### src/rtl/mask_decoder.sv
`default_nettype none
// ============================================================================
// Module   : mask_decoder
// Purpose  : Registered code-to-mask decoder with valid/ready handshakes on
//            both sides. Modes: LEGACY (4-to-16 transcoder compatible),
//            ONEHOT, THERM (thermometer) and SCAN (autonomous one-hot sweep
//            of codes 0..k with a programmable idle dwell between beats).
// Ports    : clk, rst_n     - rising-edge clock, async active-low reset
//            flush          - synchronous abort back to IDLE
//            in_valid/in_ready, in_code, mode, dwell - request side
//            out_valid/out_ready, out_mask, out_code - beat side
//            busy           - high while a scan is in progress
// Revision : 1.0 - initial release
// ============================================================================
module mask_decoder #(
  parameter int IN_W    = 4,
  parameter int OUT_W   = 2**IN_W,
  parameter int DWELL_W = 16
) (
  input  logic               clk,
  input  logic               rst_n,
  input  logic               flush,
  input  logic               in_valid,
  output logic               in_ready,
  input  logic [IN_W-1:0]    in_code,
  input  logic [1:0]         mode,
  input  logic [DWELL_W-1:0] dwell,
  output logic               out_valid,
  input  logic               out_ready,
  output logic [OUT_W-1:0]   out_mask,
  output logic [IN_W-1:0]    out_code,
  output logic               busy
);

  localparam logic [1:0]      C_MODE_LEGACY = 2'b00;
  localparam logic [1:0]      C_MODE_ONEHOT = 2'b01;
  localparam logic [1:0]      C_MODE_THERM  = 2'b10;
  localparam logic [1:0]      C_MODE_SCAN   = 2'b11;
  localparam logic [IN_W-1:0] C_CODE_MAX    = '1;

  typedef enum logic [1:0] {
    S_IDLE       = 2'd0,
    S_SCAN_OUT   = 2'd1,
    S_SCAN_DWELL = 2'd2
  } state_t;

  state_t             r_state, w_state_next;
  logic [IN_W-1:0]    r_last, w_last_next;
  logic [DWELL_W-1:0] r_dwell, w_dwell_next;
  logic [DWELL_W-1:0] r_cnt, w_cnt_next;
  logic               w_valid_next, w_busy_next;
  logic [OUT_W-1:0]   w_mask_next;
  logic [IN_W-1:0]    w_code_next;
  logic [IN_W-1:0]    w_code_inc;
  logic [OUT_W-1:0]   w_in_onehot;
  logic [OUT_W-1:0]   w_in_mask;
  logic               w_accept, w_handshake;

  function automatic logic [OUT_W-1:0] onehot(input logic [IN_W-1:0] k);
    onehot = OUT_W'(1) << k;
  endfunction

  // A new request fits only when IDLE and the output slot is free or draining
  // this cycle; gating with rst_n keeps in_ready low throughout reset.
  assign in_ready    = (r_state == S_IDLE) && (!out_valid || out_ready) && rst_n;
  assign w_accept    = in_valid && in_ready;
  assign w_handshake = out_valid && out_ready;
  assign w_code_inc  = out_code + IN_W'(1);
  assign w_in_onehot = onehot(in_code);

  always_comb begin
    w_in_mask = w_in_onehot;
    case (mode)
      C_MODE_LEGACY: begin
        // Endpoints differ from one-hot for transcoder compatibility.
        if (in_code == '0)
          w_in_mask = '0;
        else if (in_code == C_CODE_MAX)
          w_in_mask = '1;
        else
          w_in_mask = w_in_onehot;
      end
      C_MODE_ONEHOT: w_in_mask = w_in_onehot;
      // (1<<k)-1 gives bits [k-1:0]; k=MAX naturally leaves the MSB clear.
      C_MODE_THERM:  w_in_mask = w_in_onehot - OUT_W'(1);
      default:       w_in_mask = w_in_onehot;
    endcase
  end

  always_comb begin
    w_state_next = r_state;
    w_last_next  = r_last;
    w_dwell_next = r_dwell;
    w_cnt_next   = r_cnt;
    w_valid_next = out_valid;
    w_mask_next  = out_mask;
    w_code_next  = out_code;
    w_busy_next  = busy;

    if (flush) begin
      // Mask/code deliberately hold; any same-cycle accept is dropped.
      w_state_next = S_IDLE;
      w_valid_next = 1'b0;
      w_busy_next  = 1'b0;
      w_cnt_next   = '0;
    end else begin
      case (r_state)
        S_IDLE: begin
          if (w_accept) begin
            w_valid_next = 1'b1;
            if (mode == C_MODE_SCAN) begin
              w_last_next  = in_code;
              w_dwell_next = dwell;
              w_mask_next  = OUT_W'(1);
              w_code_next  = '0;
              w_busy_next  = 1'b1;
              w_state_next = S_SCAN_OUT;
            end else begin
              w_mask_next = w_in_mask;
              w_code_next = in_code;
            end
          end else if (w_handshake) begin
            w_valid_next = 1'b0;
          end
        end

        S_SCAN_OUT: begin
          if (w_handshake) begin
            if (out_code == r_last) begin
              w_valid_next = 1'b0;
              w_busy_next  = 1'b0;
              w_state_next = S_IDLE;
            end else if (r_dwell == '0) begin
              w_code_next = w_code_inc;
              w_mask_next = onehot(w_code_inc);
            end else begin
              w_valid_next = 1'b0;
              w_cnt_next   = r_dwell;
              w_state_next = S_SCAN_DWELL;
            end
          end
        end

        S_SCAN_DWELL: begin
          // cnt is loaded non-zero, so the <=1 test fires at 1; it also
          // guarantees the down-counter can never wrap.
          if (r_cnt <= DWELL_W'(1)) begin
            w_valid_next = 1'b1;
            w_code_next  = w_code_inc;
            w_mask_next  = onehot(w_code_inc);
            w_cnt_next   = '0;
            w_state_next = S_SCAN_OUT;
          end else begin
            w_cnt_next = r_cnt - DWELL_W'(1);
          end
        end

        default: begin
          w_state_next = S_IDLE;
          w_valid_next = 1'b0;
          w_busy_next  = 1'b0;
        end
      endcase
    end
  end

  always_ff @(posedge clk or negedge rst_n) begin
    if (!rst_n) begin
      r_state   <= S_IDLE;
      r_last    <= '0;
      r_dwell   <= '0;
      r_cnt     <= '0;
      out_valid <= 1'b0;
      out_mask  <= '0;
      out_code  <= '0;
      busy      <= 1'b0;
    end else begin
      r_state   <= w_state_next;
      r_last    <= w_last_next;
      r_dwell   <= w_dwell_next;
      r_cnt     <= w_cnt_next;
      out_valid <= w_valid_next;
      out_mask  <= w_mask_next;
      out_code  <= w_code_next;
      busy      <= w_busy_next;
    end
  end

endmodule
`default_nettype wire

### config.mk
export PLATFORM = sky130hd
export DESIGN_NAME = mask_decoder
export DESIGN_NICKNAME = d
export VERILOG_FILES = /design/src/rtl/mask_decoder.sv
export SDC_FILE = /design/constraint.sdc
export NUM_CORES = 1
export LEC_CHECK = 0
export CAP_MARGIN = 20
export CELL_PAD_IN_SITES_DETAIL_PLACEMENT = 1
export CELL_PAD_IN_SITES_GLOBAL_PLACEMENT = 2
export CORE_AREA = 4 4 121 123
export CTS_BUF_LIST = sky130_fd_sc_hd__clkbuf_4 sky130_fd_sc_hd__clkbuf_8 sky130_fd_sc_hd__clkbuf_16
export DETAILED_ROUTE_END_ITERATION = 10
export DIE_AREA = 0 0 125 127
export HOLD_SLACK_MARGIN = 0.03
export PLACE_DENSITY_LB_ADDON = 0.1
export SETUP_SLACK_MARGIN = 0.3
export SKIP_LAST_GASP = 1
export SYNTH_ARGS = -nofsm -noshare
export SYNTH_HDL_FRONTEND = slang
export SYNTH_SLANG_ARGS = --single-unit
### constraint.sdc
create_clock -name clk -period 2.3 [get_ports clk]
set_input_delay 0.23 -clock clk [delete_from_list [all_inputs] [get_ports clk]]
set_output_delay 0.23 -clock clk [all_outputs]
set_load 0.02 [all_outputs]
Word level (Yosys, flattened, before mapping) --
Index checks and enable logic that the tools add are counted.
Operators by class: magnitude comparators 1, muxes and demuxes 45, bitwise gates (word level) 1, eq/ne operators 21, add/sub/neg operators 3, shift operators 2, reductions and logical operators 18
Operators with widths (count):
- $mux W16 | 13
- $pmux W16 S2 | 2
- $pmux W16 S3 | 1
- $shl A1 B4 Y16 const A | 2
- $sub A16 B1 Y16 const B | 2
- $mux W4 | 6
- $ne A3 B3 Y1 const B | 6
- $le A16 B1 Y1 const B | 1
- $logic_not A16 Y1 | 1
- $mux W2 | 7
- $mux W1 | 12
- $ne A2 B2 Y1 const B | 6
- $pmux W4 S3 | 1
- $reduce_and A4 Y1 | 3
- $reduce_and A5 Y1 | 2
- $ne A4 B4 Y1 const B | 2
- $reduce_and A7 Y1 | 1
- $eq A2 B2 Y1 const B | 3
- $pmux W1 S3 | 2
- $pmux W2 S3 | 1
- $reduce_bool A3 Y1 | 2
- $add A4 B1 Y4 const B | 1
- $eq A4 B4 Y1 | 1
- $eq A4 B4 Y1 const B | 1
- other kinds (8) | 12
Storage, ports and cells: output and inout port bits 23, logic and storage cells 99, bits in registers 60, bits of input ports 27

Depth between registers and ports, before layout --
Gate-level depths: netlist (run 1).
depth after elaboration 8, depth in mapped cells 11, depth with buffers taken out 8

Least setup slack after synthesis (run 1) --
No wires, ideal clock.
path kind in2reg, start in in_code[2], end reg out_mask[6], arrival 2.566 ns, required time 2.175 ns, stages on the path 11, slack -0.390 ns, buffers on the path 4, library setup time 0.125 ns, cell sequence clkbuf_1 > clkbuf_1 > clkbuf_1 > nand3b_1 > ha_1 > clkbuf_1 > and3b_1 > a21oi_1 > o221a_2 > a221o_1 > mux2_2
On the way: longest elaborated chain between the ends 7, elaborated cells between the ends (all ways) 10, classes of those cells add/sub (1); eq/ne (1); shift (1); mux (6); reduce/logical (1)
Ends and longest elaborated chain:
- start: declaration | RTL line 25 | input logic [IN_W-1:0] in_code,
- branches (longest 3 deep; another with $sub A16 B1 Y16)
- $pmux W16 S2 (*) | RTL line 73 | case (mode)
- $mux W16 (*) | RTL line 111 | if (mode == C_MODE_SCAN) begin
- $mux W16 (*) | RTL line 109 | if (w_accept) begin
- $pmux W16 S3 (*) | RTL line 107 | case (r_state)
- end signal: assignment | RTL line 183 | out_mask <= w_mask_next;
- end: declaration | RTL line 30 | output logic [OUT_W-1:0] out_mask,
Every way passes the cells marked *. The select of a mux whose other input is x is not followed. A chain may end at the register's enable or synchronous reset.

Worst setup path after layout (run 1) --
start reg r_dwell[11], end reg out_mask[8]
On the way: longest elaborated chain between the ends 3
Ends and longest elaborated chain:
- start: declaration | RTL line 49 | logic [DWELL_W-1:0] r_dwell, w_dwell_next;
- start signal: assignment | RTL line 180 | r_dwell <= w_dwell_next;
- $logic_not A16 Y1 | RTL line 133 | end else if (r_dwell == '0) begin
- $ne A2 B2 Y1 (no source line)
- $reduce_and A7 Y1 (no source line)
Every way passes these cells.

==> metrics.md, run 1 <==
| Metric | Value |
|---|---|
| Count of input and output buffers | 49 |
| Seq/Total Area, Yosys | about a third |
| Remaining antenna violation count after routing | 0 |
| Slew margin rel. | 46.8% |
| Num CTS Buffers | 9 |
| DRT Wirelength | 16400 µm |
| Period utilization | between 90% and 100% |
| Highest Signal Layer | met4 |
| CP Data Required Time | 2.52 ns |
| XOR/XNOR Fraction of Synth Area | 2.04% |
| Largest family of logic cells by synthesized area | compound AO/OA/AOI/OAI gates |
| Reg2reg end | out_mask[8] |
| Slew Limit Fails | 0 |
| Area after DPL | approximately 5600 µm² |
| Synth cell types | 70 |
| I/O Pins | 50 |
| Worst-path clk slew | approximately 0.060 ns |
| Setup violators final | 0 |
| # H-tree levels | 3 |
| Initial Util | 31.4% |
| Max Fclk | 458 MHz |
| Via count | 4360 |
| Hold Crit Class | input pin to asynchronous set/reset pin |
| Synth Area in Adders | 3.50% |
| Syn nets | between 400 and 500 |
| CTS Sinks | 60 |
| Die ar. | 15900 µm² |
| Max rail drop VDD | about 520 µV |
| Cell Pwr Density | 1240 nW/µm² |
| Routed met3 length | 388 µm |
| Critical R2R Launch | r_dwell[11] |
| WP data arrival | 2.40 ns |
| Clk_lat worst skew | 0.34 ns |
| Fin. Hold Viols | 0 |
| Iter 0 DRT Violations | 225 |
| Ys async rst share | between 90% and 100% |
| DR vias/cell | 5.51 |
| GP Congestion | 0.788 |
| Design Power | 8230 µW |
| First-pass GRT wire length | 25900 µm |
| # nets final | roughly 650 |
| Setup Skew | between 0.008 and 0.009 ns |
| Top FF cell, synth | dfrtp_1 |
| Seq cells post-synth | 60 |
| Root Buffer | clkbuf_16 |
| Leading area contributor after synthesis | dfrtp_1 |
| Synth Area in Compound Gates | 24.1% |
| Core Box Area | 13700 µm² |
| Critical Path Start Type | register |
| Tot GR Track Use | 20.6% |
| CP Max Fanout | 9 |
| Fillers | 1542 |
| Metal2 WL | 8900 µm |
| Most frequent cells in the layout | buf_4, dfrtp_1, clkdlybuf4s50_1 |
| Reg2reg path depth | 7 |
| DRC Markers | 0 |
| FF-to-FF setup slack | about 0.11 ns |
| Post-Synthesis Cells | ~450 |
| Die Ht | 127 µm |
| CTS Buffer Depth | 2 |
| Max-cap violations | 0 |
| CTS tree | built |
| Hpwl dp | 11500 µm |
| Commonest non-fill, non-tap cell in the layout | buf_4 |
| P_leak | 0.00290 µW |
| Inst Count DP | between 700 and 800 |
| # rows | 43 |
| Final Non-Filler Cells | 792 |
| Post-synth EDFFs | 0 |
| Hold slack | 0.263 ns |
| Area growth, synth to finish | 55.2% |
| First-pass detailed-route iteration total | 5 |
| Endpoint type of the worst setup path | register |
| WS Path Type | register to register |
| Yosys warns | 0 |
| Fin crit period | 2.19 ns |
| Mux share of post-synthesis cell area | between 10 and 15% |
| Antenna violations before repair | 0 |
| Slew @ Worst Pin | 0.798 ns |
| Pre-CTS setup slack | -0.243 ns |
| Final Cell Area | 6660 µm² |
| Die Wd | 125 µm |
| Number of global-route vias before repair | 4666 |
| Final worst setup slack | 0.115 ns |
| Mapped Area | 4290 µm² |
| Layout cells sized above 1 | 39.9% |
| Ant diodes | 0 |
| Post-Synth Simple-Gate Area | about 20% |
| Largest net degree at the start of global routing | 60 |
| Unrepaired setup endpoints after global routing | yes |
| Synth top area share | 35.0% |
| Met1 wire length | 6750 µm |
| Average wire per standard cell | 20.8 µm |
| Dominant cells by area after synthesis | dfrtp_1, mux2_2, ha_1 |
| Gr ovfl total | 0 |
| Syn avg cell area | approximately 9.6 µm² |
| Status | complete, no violations |
## worst max path at each step
stage	startpoint	to	slack [ns]
floorplan	in_code[1]	out_mask[6]	0.06
global placement	in_code[1]	out_mask[6]	-0.20
detailed placement	in_code[1]	out_mask[6]	-0.24
CTS	r_dwell[8]	out_mask[8]	0.14
global route	r_dwell[11]	out_mask[8]	0.006
finish	r_dwell[11]	out_mask[8]	0.11
## layout make-up
| cell class | instances | area, µm² | share of cell area, % |
|---|---|---|---|
| Timing Repair Buffer | 179 | 1600 | 24.0 |
| Sequential cell | 60 | 1510 | 22.6 |
| Clock buffer | 13 | 262 | 3.93 |
| Clock inverter | 3 | 15.0 | 0.225 |
| Tap cell | 180 | 225 | 3.38 |
| Multi-Input combinational cell | 339 | 2990 | 44.9 |
| Inverter | 18 | 70.1 | 1.05 |
## flip-flops by register name, summed over array words and instances, names as in the netlist
register,count
busy,1
out_code,4
out_mask,16
out_valid,1
r_cnt,16
r_dwell,16
r_last,4
r_state,2
## synthesized netlist by cell type (5+ instances only)
cell type / n
mux2_2: 29
a31oi_1: 6
a21oi_1: 23
nand4_1: 6
nand3_1: 12
xor2_1: 6
o31ai_1: 7
nor2b_1: 5
nand2_1: 27
a22oi_1: 5
a22o_1: 12
dfrtp_1: 60
inv_1: 18
ha_1: 12
a221o_1: 6
a32o_1: 5
mux2i_1: 6
clkbuf_1: 26
o21ai_0: 15
nor3_1: 10
nor3b_1: 5
nor4_1: 7
and3_1: 8
mux2_4: 6
nor2_1: 23
o211ai_1: 9
o22ai_1: 5
## repair_timing
action | in CTS | in global routing
hold buffers | 1 | 0
pin swaps | 19 | 21
buffers inserted | 19 | 14
endpoints found under the hold margin | 1 | 0
gates resized for setup | 66 | 45
endpoints found under the setup margin | 54 | 58
cloned | 3 | 0
## metrics by stage
stage	util, %	TNS (ns)
floorplan	-	0
global placement	41.2	-1.66
detailed placement	41.2	-2.60
CTS	46.4	0
global route	48.7	0
finish	48.7	0
## power breakdown
| part | switching, µW | internal [µW] | total (µW) |
|---|---|---|---|
| Combinational | 2500 | 2600 | 5100 |
| Sequential | 398 | 1460 | 1860 |
| Clock | 483 | 788 | 1270 |
| Total | 3380 | 4850 | 8230 |
## per-layer routing
metal	vias up	global-route usage (%)
li1	2044	-
met1	2220	23.4
met2	69	38.6
met3	27	3.97
met4	0	7.02
met5	-	0
## worst max-delay path, cell delays in order (launching register included)
cell	delay, ns
dfrtp_1	0.41
nor4_4	0.41
a41oi_2	0.20
buf_6	0.17
a2111oi_4	0.26
nand2_4	0.14
buf_12	0.18
mux2_4	0.30
## logic make-up after synthesis
family          count (synthesis)
xor+xnor                       10
fa+ha+maj                      12
compound gates                135
flops                          60
mux                            41
simple gates                  141
buf+inv                        50
Note: power is estimated with default switching activity, not from simulation.
==> run 2, diff against run 1 <==
--- a/config.mk
+++ b/config.mk
@@ -19,3 +19,4 @@
 export SYNTH_ARGS = -nofsm -noshare
 export SYNTH_HDL_FRONTEND = slang
 export SYNTH_SLANG_ARGS = --single-unit
+export TNS_END_PERCENT = 10
==> metrics.md, run 2 (synthesis results as in run 1) <==
| Metric | Value |
|---|---|
| Biggest regs | out_mask: 16 flops, r_cnt: 16 flops, r_dwell: 16 flops |
| Endpoint type of the worst setup path | register |
| Unrepaired setup endpoints after global routing | yes |
| Max Fclk | 489 MHz |
| Most frequent cells in the layout | buf_4, dfrtp_1, clkdlybuf4s50_1 |
| Root Buffer | clkbuf_16 |
| # nets final | 604 |
| Critical Path Start Type | register |
| CP Max Fanout | 4 |
| Die ar. | ~16000 µm² |
| Period utilization | 88.9% |
| Final core occ | 44.6% |
| CP Data Required Time | 2.53 ns |
| WP data arrival | 2.27 ns |
| DR vias/cell | 5.50 |
| DRT Wirelength | 15400 µm |
| I/O Pins | 50 |
| CTS Sinks | 60 |
| Num CTS Buffers | 9 |
| Remaining antenna violation count after routing | 0 |
| Count of input and output buffers | just under 50 |
| Die Ht | 127 µm |
| First-pass detailed-route iteration total | 4 |
| Initial Util | roughly a third |
| Via count | 4128 |
| Fin crit period | ~2 ns |
| CTS tree | built |
| Setup violators final | 0 |
| WS Path Type | register to register |
| GP Congestion | 0.805 |
| Hold Crit Class | input pin to asynchronous set/reset pin |
| Worst-path clk slew | roughly 0.060 ns |
| # rows | 43 |
| Core Box Area | roughly 14000 µm² |
| Number of global-route vias before repair | 4482 |
| First-pass GRT wire length | 24400 µm |
| Setup Skew | 0.00622 ns |
| Area growth, synth to finish | 42.0% |
| Status | complete, no violations |
| # H-tree levels | 3 |
| Iter 0 DRT Violations | between 100 and 150 |
| Slew @ Worst Pin | between 0.7 and 0.8 ns |
| Cell Pwr Density | 1220 nW/µm² |
| Slew margin rel. | 47.4% |
| Commonest non-fill, non-tap cell in the layout | buf_4 |
| Final worst setup slack | 0.256 ns |
| DRC Markers | 0 |
| CTS Buffer Depth | 2 |
| P_leak | 0.00264 µW |
| Max-cap violations | 0 |
| Layout cells sized above 1 | 32.6% |
| Tot GR Track Use | 19.3% |
| Fin. Hold Viols | 0 |
| Max rail drop VDD | 573 µV |
| Inst Count DP | 710 |
| Largest net degree at the start of global routing | 59 |
| Die Wd | 125 µm |
| Final Non-Filler Cells | 750 |
| Design Power | around 7400 µW |
| Antenna violations before repair | 0 |
| Average wire per standard cell | 20.6 µm |
| Slew Limit Fails | 0 |
| Hpwl dp | 11300 µm |
| Pre-CTS setup slack | -0.241 ns |
| Clk_lat worst skew | 0.34 ns |
| Gr ovfl total | 0 |
| Ant diodes | 0 |
[run 2: changes by cell type in the layout (fill, tap and decap cells not counted), moves of 4 or more]
cell / before / now
dlymetal6s2s_1: 0 / 4
buf_4: 104 / 79
o21ai_0: 11 / 15
mux2_4: 24 / 6
dlygate4sd2_1: 5 / 1
mux2_2: 11 / 29
buf_6: 19 / 5
a21oi_1: 14 / 19
[run 2: power by group]
part	internal (µW)	switching, µW	total, µW
Combinational	2050	2190	4240
Sequential	1460	476	1940
Clock	733	532	1270
[run 2: final cells by class]
type                       count  area (µm²)
clock inverter                 7        52.6
timing repair buffer         137        1200
tap                          180         225
multi-input combinational    339        2820
sequential                    60        1510
fill                        1561        7570
clock buffer                   9         225
inverter                      18        70.1
[run 2: per-layer routing]
metal  up-vias  part of all wire [%]  global-route usage (%)  wire length [µm]
met4         0                   2.9                    6.63               449
met3        25                   2.7                    4.43               420
met2        56                    53                    35.6              8210
met1      2093                    41                    21.9              6340
met5         -                     0                       0                 0
li1       1954                     -                       -                 -
[run 2: repair_timing]
action | in CTS | in global routing
hold endpoints to repair | 2 | 0
buffers inserted | 4 | 18
gates resized for setup | 7 | 36
pin swaps | 4 | 15
setup endpoints to repair | 53 | 57
hold buffers | 1 | 0
cloned | 0 | 1
[run 2: worst max-delay path: stages (launching register included)]
cell and delay, ns:
dfrtp_2 0.46, buf_4 0.16, ha_2 0.19, xor2_2 0.19, or2_4 0.18, nor2_1 0.09, a221o_1 0.39, mux2_2 0.26
[run 2: final timing paths]
kind | start | end | slack, ns | depth (start not counted)
setup / recovery | out_code[1] | out_mask[3] | 0.26 | 7
min in group clk | in_code[0] | r_last[0] | 0.46 | 3
max in group asynchronous | rst_n | out_code[0] | 0.97 | 3
setup reg to reg | out_code[1] | out_mask[3] | 0.26 | 7
hold / removal | rst_n | out_mask[14] | 0.27 | 2
hold reg to reg | out_mask[4] | out_mask[4] | 0.50 | 1
[run 2: through the flow]
step,instance area (µm²),hold slack [ns],TNS (ns)
after detailed placement,5440,0.0613,-1.01
after CTS,5800,0.253,0
after floorplan,4400,-0.0656,0
after global placement,5440,0.0645,-0.825
final,6090,0.272,0
after global routing,6090,0.276,0
